[config.mk]
export PLATFORM = sky130hd
export DESIGN_NAME = bcd_update_controller
export DESIGN_NICKNAME = d
export VERILOG_FILES = /design/src/rtl/bcd_ctrl_pkg.sv /design/src/rtl/bcd_add3_digit.sv /design/src/rtl/bcd_update_controller.sv
export SDC_FILE = /design/constraint.sdc
export NUM_CORES = 1
export LEC_CHECK = 0
export CORE_MARGIN = 4
export CORE_UTILIZATION = 53
export DETAILED_ROUTE_END_ITERATION = 7
export PLACE_DENSITY = 0.8
export SLEW_MARGIN = 10
export SYNTH_ARGS = -nofsm -noshare
export SYNTH_HDL_FRONTEND = slang
export SYNTH_SLANG_ARGS = --single-unit
export TNS_END_PERCENT = 5
[constraint.sdc]
create_clock -name clk -period 2.5 [get_ports clk]
set_input_delay 0.375 -clock clk [delete_from_list [all_inputs] [get_ports clk]]
set_output_delay 0.375 -clock clk [all_outputs]
set_load 0.005 [all_outputs]
[src/rtl/bcd_ctrl_pkg.sv]
// Shared types and constants for the binary-to-BCD display update controller.
package bcd_ctrl_pkg;

    localparam int BIN_W   = 14;
    localparam int MAX_VAL = 9999;
    localparam int DIGITS  = 4;
    localparam int DIGIT_W = 4;

    // Bit offsets of each digit inside the 28-bit display word
    localparam int TH_LSB = 24;
    localparam int HU_LSB = 20;
    localparam int TE_LSB = 16;
    localparam int UN_LSB = 12;

    typedef enum logic [1:0] {
        IDLE,
        CONV,
        COMMIT
    } state_t;

endpackage

[src/rtl/bcd_add3_digit.sv]
// Double-dabble correction for one BCD digit: add 3 when the digit is 5 or more.
module bcd_add3_digit (
    input  logic [3:0] i_digit,
    output logic [3:0] o_digit
);

    assign o_digit = (i_digit >= 4'd5) ? (i_digit + 4'd3) : i_digit;

endmodule

[src/rtl/bcd_update_controller.sv]
// Converts a saturated binary result to BCD one bit per cycle and commits it
// to the display word atomically, with a one-cycle done pulse.
module bcd_update_controller #(
    parameter int BIN_W   = bcd_ctrl_pkg::BIN_W,
    parameter int MAX_VAL = bcd_ctrl_pkg::MAX_VAL
) (
    input  logic             clk,
    input  logic             reset,
    input  logic             in_valid,
    input  logic [BIN_W-1:0] bin_in,
    output logic             in_ready,
    input  logic             clear,
    output logic [27:0]      BCD_code,
    output logic             done,
    output logic             overflow
);

    import bcd_ctrl_pkg::*;

    localparam int                 CNT_W = $clog2(BIN_W);
    localparam int                 SCR_W = DIGITS * DIGIT_W;
    localparam logic [BIN_W-1:0]   MAX_V = BIN_W'(MAX_VAL);
    localparam logic [CNT_W-1:0]   LAST  = CNT_W'(BIN_W - 1);

    state_t             r_state;
    state_t             w_next;
    logic [CNT_W-1:0]   r_cnt;
    logic [SCR_W-1:0]   r_scratch;
    logic [SCR_W-1:0]   w_adj;
    logic [BIN_W-1:0]   r_shift;
    logic               r_sat;
    logic [27:0]        r_bcd;
    logic               r_done;
    logic               r_ovf;
    logic               w_over;

    assign w_over   = (bin_in > MAX_V);
    assign in_ready = (r_state == IDLE);
    assign BCD_code = r_bcd;
    assign done     = r_done;
    assign overflow = r_ovf;

    for (genvar g = 0; g < DIGITS; g++) begin : g_add3
        bcd_add3_digit u_add3 (
            .i_digit (r_scratch[g*DIGIT_W +: DIGIT_W]),
            .o_digit (w_adj[g*DIGIT_W +: DIGIT_W])
        );
    end

    always_ff @(posedge clk or negedge reset) begin
        if (!reset) begin
            r_state <= IDLE;
        end else begin
            r_state <= w_next;
        end
    end

    // clear dominates every state, including a pending acceptance in IDLE
    always_comb begin
        w_next = r_state;
        if (clear) begin
            w_next = IDLE;
        end else begin
            case (r_state)
                IDLE:    if (in_valid) w_next = CONV;
                CONV:    if (r_cnt == LAST) w_next = COMMIT;
                COMMIT:  w_next = IDLE;
                default: w_next = IDLE;
            endcase
        end
    end

    always_ff @(posedge clk or negedge reset) begin
        if (!reset) begin
            r_cnt     <= '0;
            r_scratch <= '0;
            r_shift   <= '0;
            r_sat     <= 1'b0;
            r_bcd     <= '0;
            r_done    <= 1'b0;
            r_ovf     <= 1'b0;
        end else begin
            r_done <= 1'b0;
            if (clear) begin
                r_bcd <= '0;
                r_ovf <= 1'b0;
                r_cnt <= '0;
            end else begin
                case (r_state)
                    IDLE: begin
                        if (in_valid) begin
                            r_shift   <= w_over ? MAX_V : bin_in;
                            r_sat     <= w_over;
                            r_scratch <= '0;
                            r_cnt     <= '0;
                        end
                    end
                    CONV: begin
                        {r_scratch, r_shift} <= {w_adj, r_shift} << 1;
                        r_cnt <= r_cnt + 1'b1;
                    end
                    // Display word changes only here, so no partial result is ever visible
                    COMMIT: begin
                        r_bcd[TH_LSB +: DIGIT_W] <= r_scratch[3*DIGIT_W +: DIGIT_W];
                        r_bcd[HU_LSB +: DIGIT_W] <= r_scratch[2*DIGIT_W +: DIGIT_W];
                        r_bcd[TE_LSB +: DIGIT_W] <= r_scratch[1*DIGIT_W +: DIGIT_W];
                        r_bcd[UN_LSB +: DIGIT_W] <= r_scratch[0 +: DIGIT_W];
                        r_ovf  <= r_sat;
                        r_done <= 1'b1;
                    end
                    default: ;
                endcase
            end
        end
    end

endmodule

### After elaboration in Yosys (flattened, before gate mapping)

Cells that the tools add are included.

* bits of input ports: 18
* output and inout port bits: 31
* word-level logic and storage cells: 55
* register bits: 55

* reductions and logical operators: 8
* $add $sub $neg: 5
* $lt $le $gt $ge: 5
* eq/ne operators: 6
* bitwise gates (word level): 1
* multiplexer cells: 22

Operator list (count)
* $mux W16: 3
* $pmux W16 S2: 1
* $mux W14: 2
* $pmux W14 S2: 1
* $mux W4: 5
* $ge A4 B3 Y1 const B: 4
* $gt A14 B14 Y1 const B: 1
* $add A4 B2 Y4 const B: 3
* $pmux W4 S2: 1
* $mux W2: 3
* $reduce_and A3 Y1: 2
* $add A4 B1 Y4 const B: 1
* $eq A4 B4 Y1 const B: 1
* $mux W1: 4
* $pmux W2 S2: 1
* $reduce_and A2 Y1: 2
* $reduce_bool A2 Y1: 2
* $add A3 B2 Y3 const B: 1
* $mux W3: 1
* $ne A3 B2 Y1 const B: 1
* $ne A3 B3 Y1 const B: 1
* $reduce_bool A3 Y1: 1
* $eq A2 B1 Y1 const B: 1
* $eq A2 B2 Y1 const B: 1
* 3 further kinds: 3

### Longest topological paths before layout

* word-level depth: 4
* gate-level depth with buffers: 7
* depth with buffers taken out: 6

### Cells and area by module

From an unflattened synthesis, not the netlist that was laid out.

* cell total of the unflattened synthesis: 260
* area total of the unflattened synthesis: 2831.5 µm²

Modules (own cells, without submodules)
* bcd_update_controller: times used 1, area an instance 2426.1 µm², cells an instance 196, seq. area each 1376.3 µm²
* bcd_add3_digit: times used 4, area an instance 101.3 µm², cells an instance 16, seq. area each 0.0 µm²

### Worst setup path before layout

No wires, ideal clock.

* path type: register -> register
* start: register r_scratch[4]
* end: register r_scratch[6]
* stages on the path, launching flop included: 7
* library setup time: 0.121 ns
* required time: 2.379 ns
* setup slack: 1.116 ns
* data arrival time: 1.263 ns
* period minus slack after synthesis: 1.384 ns
* path buffers: 0
* cell sequence: dfrtp_1 -> inv_1 -> ha_1 -> nand2b_1 -> a21oi_1 -> mux2i_1 -> a22o_1

* word-level cells in the longest chain between the ends: 3
* elaborated cells on any way between the ends: 4
* classes of those cells: add/sub (1); order compare (1); mux (2)

RTL lines
* start, declared: RTL line bcd_update_controller.sv:28 `logic [SCR_W-1:0] r_scratch;`
* start signal, assigned: RTL line bcd_update_controller.sv:99 `{r_scratch, r_shift} <= {w_adj, r_shift} << 1;`
* $add A4 B2 Y4 / $ge A4 B3 Y1 (equally long branches): RTL line bcd_add3_digit.sv:7 `assign o_digit = (i_digit >= 4'd5) ? (i_digit + 4'd3) : i_digit;`
* $mux W4 *: RTL line bcd_add3_digit.sv:7
* $pmux W16 S2 *: RTL line bcd_update_controller.sv:89 `case (r_state)`

Mark *: on every way between the ends. The rest lies on a longest branch, timed or not.
A chain may end at the register's enable or synchronous reset.

### Final worst setup path

* start: register r_state[0]
* end: output in_ready

* word-level cells in the longest chain between the ends: 1

RTL lines
* start, declared: RTL line bcd_update_controller.sv:25 `state_t r_state;`
* start signal, assigned: RTL line bcd_update_controller.sv:54 `r_state <= w_next;`
* $logic_not A2 Y1: RTL line bcd_update_controller.sv:38 `assign in_ready = (r_state == IDLE);`
* end, declared: RTL line bcd_update_controller.sv:11 `output logic in_ready,`

No other way between the ends.

==> flow_summary.yaml <==
outcome:
  status: "finished clean"
synth:
  syn_avg_cell_area_um2: 11.3
  syn-instance-count: 246
  synth.cell_area_mm2: 0.00277
  async_flop_share: 1.00
  synth_flop_cell: "dfrtp_1"
  ys_seq_area_frac: 0.497
  synth.distinct_cells: 48
  yosys_warnings: 0
  synth-seq-cells: 55
  synth_edf_count: 0
worst_setup_path:
  cp-end-kind: "output pin"
  cp_slowest_cell: "dfrtp_1"
  start_kind: "flip-flop"
  critPathMaxStageDelay_ns: 0.56
  path_class: "reg -> out"
  crit_required_ns: 2.12
  crit_path_cell_trace: "nor2_1 > clkdlybuf4s50_1"
  r2r-start: "r_state[0]"
  crit_start: "r_state[0]"
  cp.arrival_ns: 1.54
  path_max_fanout: 11
cells_and_area:
  drive_above_1_share: 0.117
  fillers: 444
  area.growth.synth_to_final_pct: 14.5
  diodes: 0
  final_nets: 310
clock_network:
  cts_tree: "done"
  ctsResizeCount: 0
  cts-root-buf: "clkbuf_8"
  clkTransAtPathRegs_ns: 0.09
  ctsHoldBuffers: 0
  worstSkewPairLatency_ns: 0.30
  htreeDepth: 2
  clock_sinks: 55
  cts_setup_buffers: 0
  clk_path_buf_depth: 2
  numCtsBuffers: 5
place:
  io_buffers: 36
  dpl.hpwl_um: 3820
  finalWeightedCongestion: 0.839
global_routing:
  grt_usage: 0.179
  grt_pass1_vias: 1975
  antenna_found_initial: 0
  grt_start_max_net_pins: 32
  gr-total-overflow: 0
  grt_pass1_wl_um: 9030
pwr:
  ir_drop_uv: 365
  leakagePower_nw: 1.44
  power_density_mw_per_mm2: 550
detailed_routing:
  vias: 1940
  drt_iter0_drc: 90
  drc_errors: 0
  wl_per_cell_um: 14.9
  vias_per_cell: 5.50
  drtPass1Iterations: 4
  ant_nets: 0
  routed_wl_um: 5250
timing:
  skew_ns: 0.00453
  finalSetupViolations: 0
  finalHoldViolations: 0
  slew_headroom: 0.510
  grt_setup_unrepaired: "no"
  min_period_ns: 1.91
  tns_ns: 0
  tightest_slew_ns: 0.734
  max_freq_mhz: 522
  hold_ws_ns: 0.108
  fin_crit_sh: 0.766
  maxSlewViolCount: 0
floorplanning:
  fp.dieW_um: 80.3
  fp.dieH_um: 80.3
  start_util: 0.546
  core_area_mm2: 0.00507
  die-area_mm2: 0.00645
  rows: 26
  pin_count: 49
run:
  drv_cap: 0
worst_hold_path:
  hold_class: "in -> async"
[state kept, by name (all words and copies together) (netlist names)]
signal / count
overflow: 1
r_shift: 14
done: 1
r_state: 2
r_scratch: 16
BCD_code: 16
r_cnt: 4
r_sat: 1
[through the flow]
stage	util	power [mW]	worst slack, ns	cell area, µm²	cells
CTS	0.625	1.75	0.567	3170	353
global route	0.625	1.84	0.522	3170	353
global placement	0.609	1.28	0.546	3090	345
detailed placement	0.609	1.29	0.497	3090	345
finish	0.625	1.74	0.586	3170	353
floorplan	-	1.22	1.12	2810	257
[synthesized netlist by cell type, types with 2 or more instances]
cell       n  share of area
mux2i_1    3          0.011
o31ai_1    4          0.011
dfrtp_1   55           0.50
o21a_1     3         0.0081
xnor2_1    4          0.013
buf_6      7          0.028
a21o_1     4          0.011
ha_1      10          0.045
a21oi_1   14          0.025
nor4_1     2         0.0045
inv_1     13          0.018
o21ai_0   14          0.025
o32ai_1    3         0.0095
a22o_1    16          0.051
o22ai_1    7          0.016
buf_2      2         0.0036
a22o_2     8          0.029
nor2_1     8          0.011
a32o_1     4          0.014
nor3b_1    3         0.0081
nand3_1    3         0.0054
nand2b_1   4         0.0090
xor2_1     3         0.0095
a21oi_2    2         0.0063
buf_4     14          0.038
nand2_1   12          0.016
or3_1      3         0.0068
[area by class of cell]
cell class,count,area [µm²],area share
inverter,14,52.6,0.0166
sequential,55,1380,0.434
tap,70,87.6,0.0276
timing repair buffer,42,400,0.126
multi-input combinational,164,1170,0.370
clock buffer,7,76.3,0.0241
clock inverter,1,5.00,0.00158
[critical path, delay by kind of cell, from the launching register on]
kind          cells  cell delay [ns]
buf+inv           1             0.51
flops             1             0.56
simple gates      1             0.16
[per-layer routing]
metal	global-route usage	vias up	wire length, µm
li1	-	938	-
met1	0.232	949	2380
met2	0.302	48	2590
met3	0.0392	5	223
met4	0.0439	0	52
met5	0	-	0
[power breakdown]
part	switching, mW	total (mW)	leakage, nW	internal, mW
logic	0.148	0.267	0.664	0.119
clock network	0.271	0.468	0.0422	0.197
registers	0.0530	1.01	0.734	0.955
[cells in the final DEF (no fill, tap or decap), types with 5 or more instances in the layout]
master           count
nor2_1               8
conb_1              12
o22ai_1              7
clkdlybuf4s50_1     35
a22o_2               8
o21ai_0             14
dfrtp_1             55
nand2_1             12
a21oi_1             14
a22o_1              16
inv_1               13
buf_4                6
clkbuf_8             5
ha_1                10
[path summary, 6_finish.rpt]
path | to | slack [ns] | depth (start not counted)
setup / recovery | in_ready | 0.59 | 2
hold / removal | BCD_code[24] | 0.11 | 1
setup reg to reg | BCD_code[19] | 0.84 | 3
hold reg to reg | r_shift[12] | 0.49 | 2
max in group asynchronous | r_scratch[2] | 1.75 | 2
min in group clk | r_shift[12] | 0.49 | 2
[cell families (layout without fill, tap and decap cells)]
family                   Yosys count  after routing  synth area share
flip-flops                        55             55             0.497
AND/OR/NAND/NOR                   46             46             0.102
other                              1             12           0.00135
AO/OA/AOI/OAI                     85             85             0.224
buffers and inverters             38             64            0.0944
XOR/XNOR                           7              7            0.0221
multiplexers                       4              4            0.0149
adder cells (fa/ha/maj)           10             10            0.0452
Note: power is estimated with default switching activity, not from simulation.
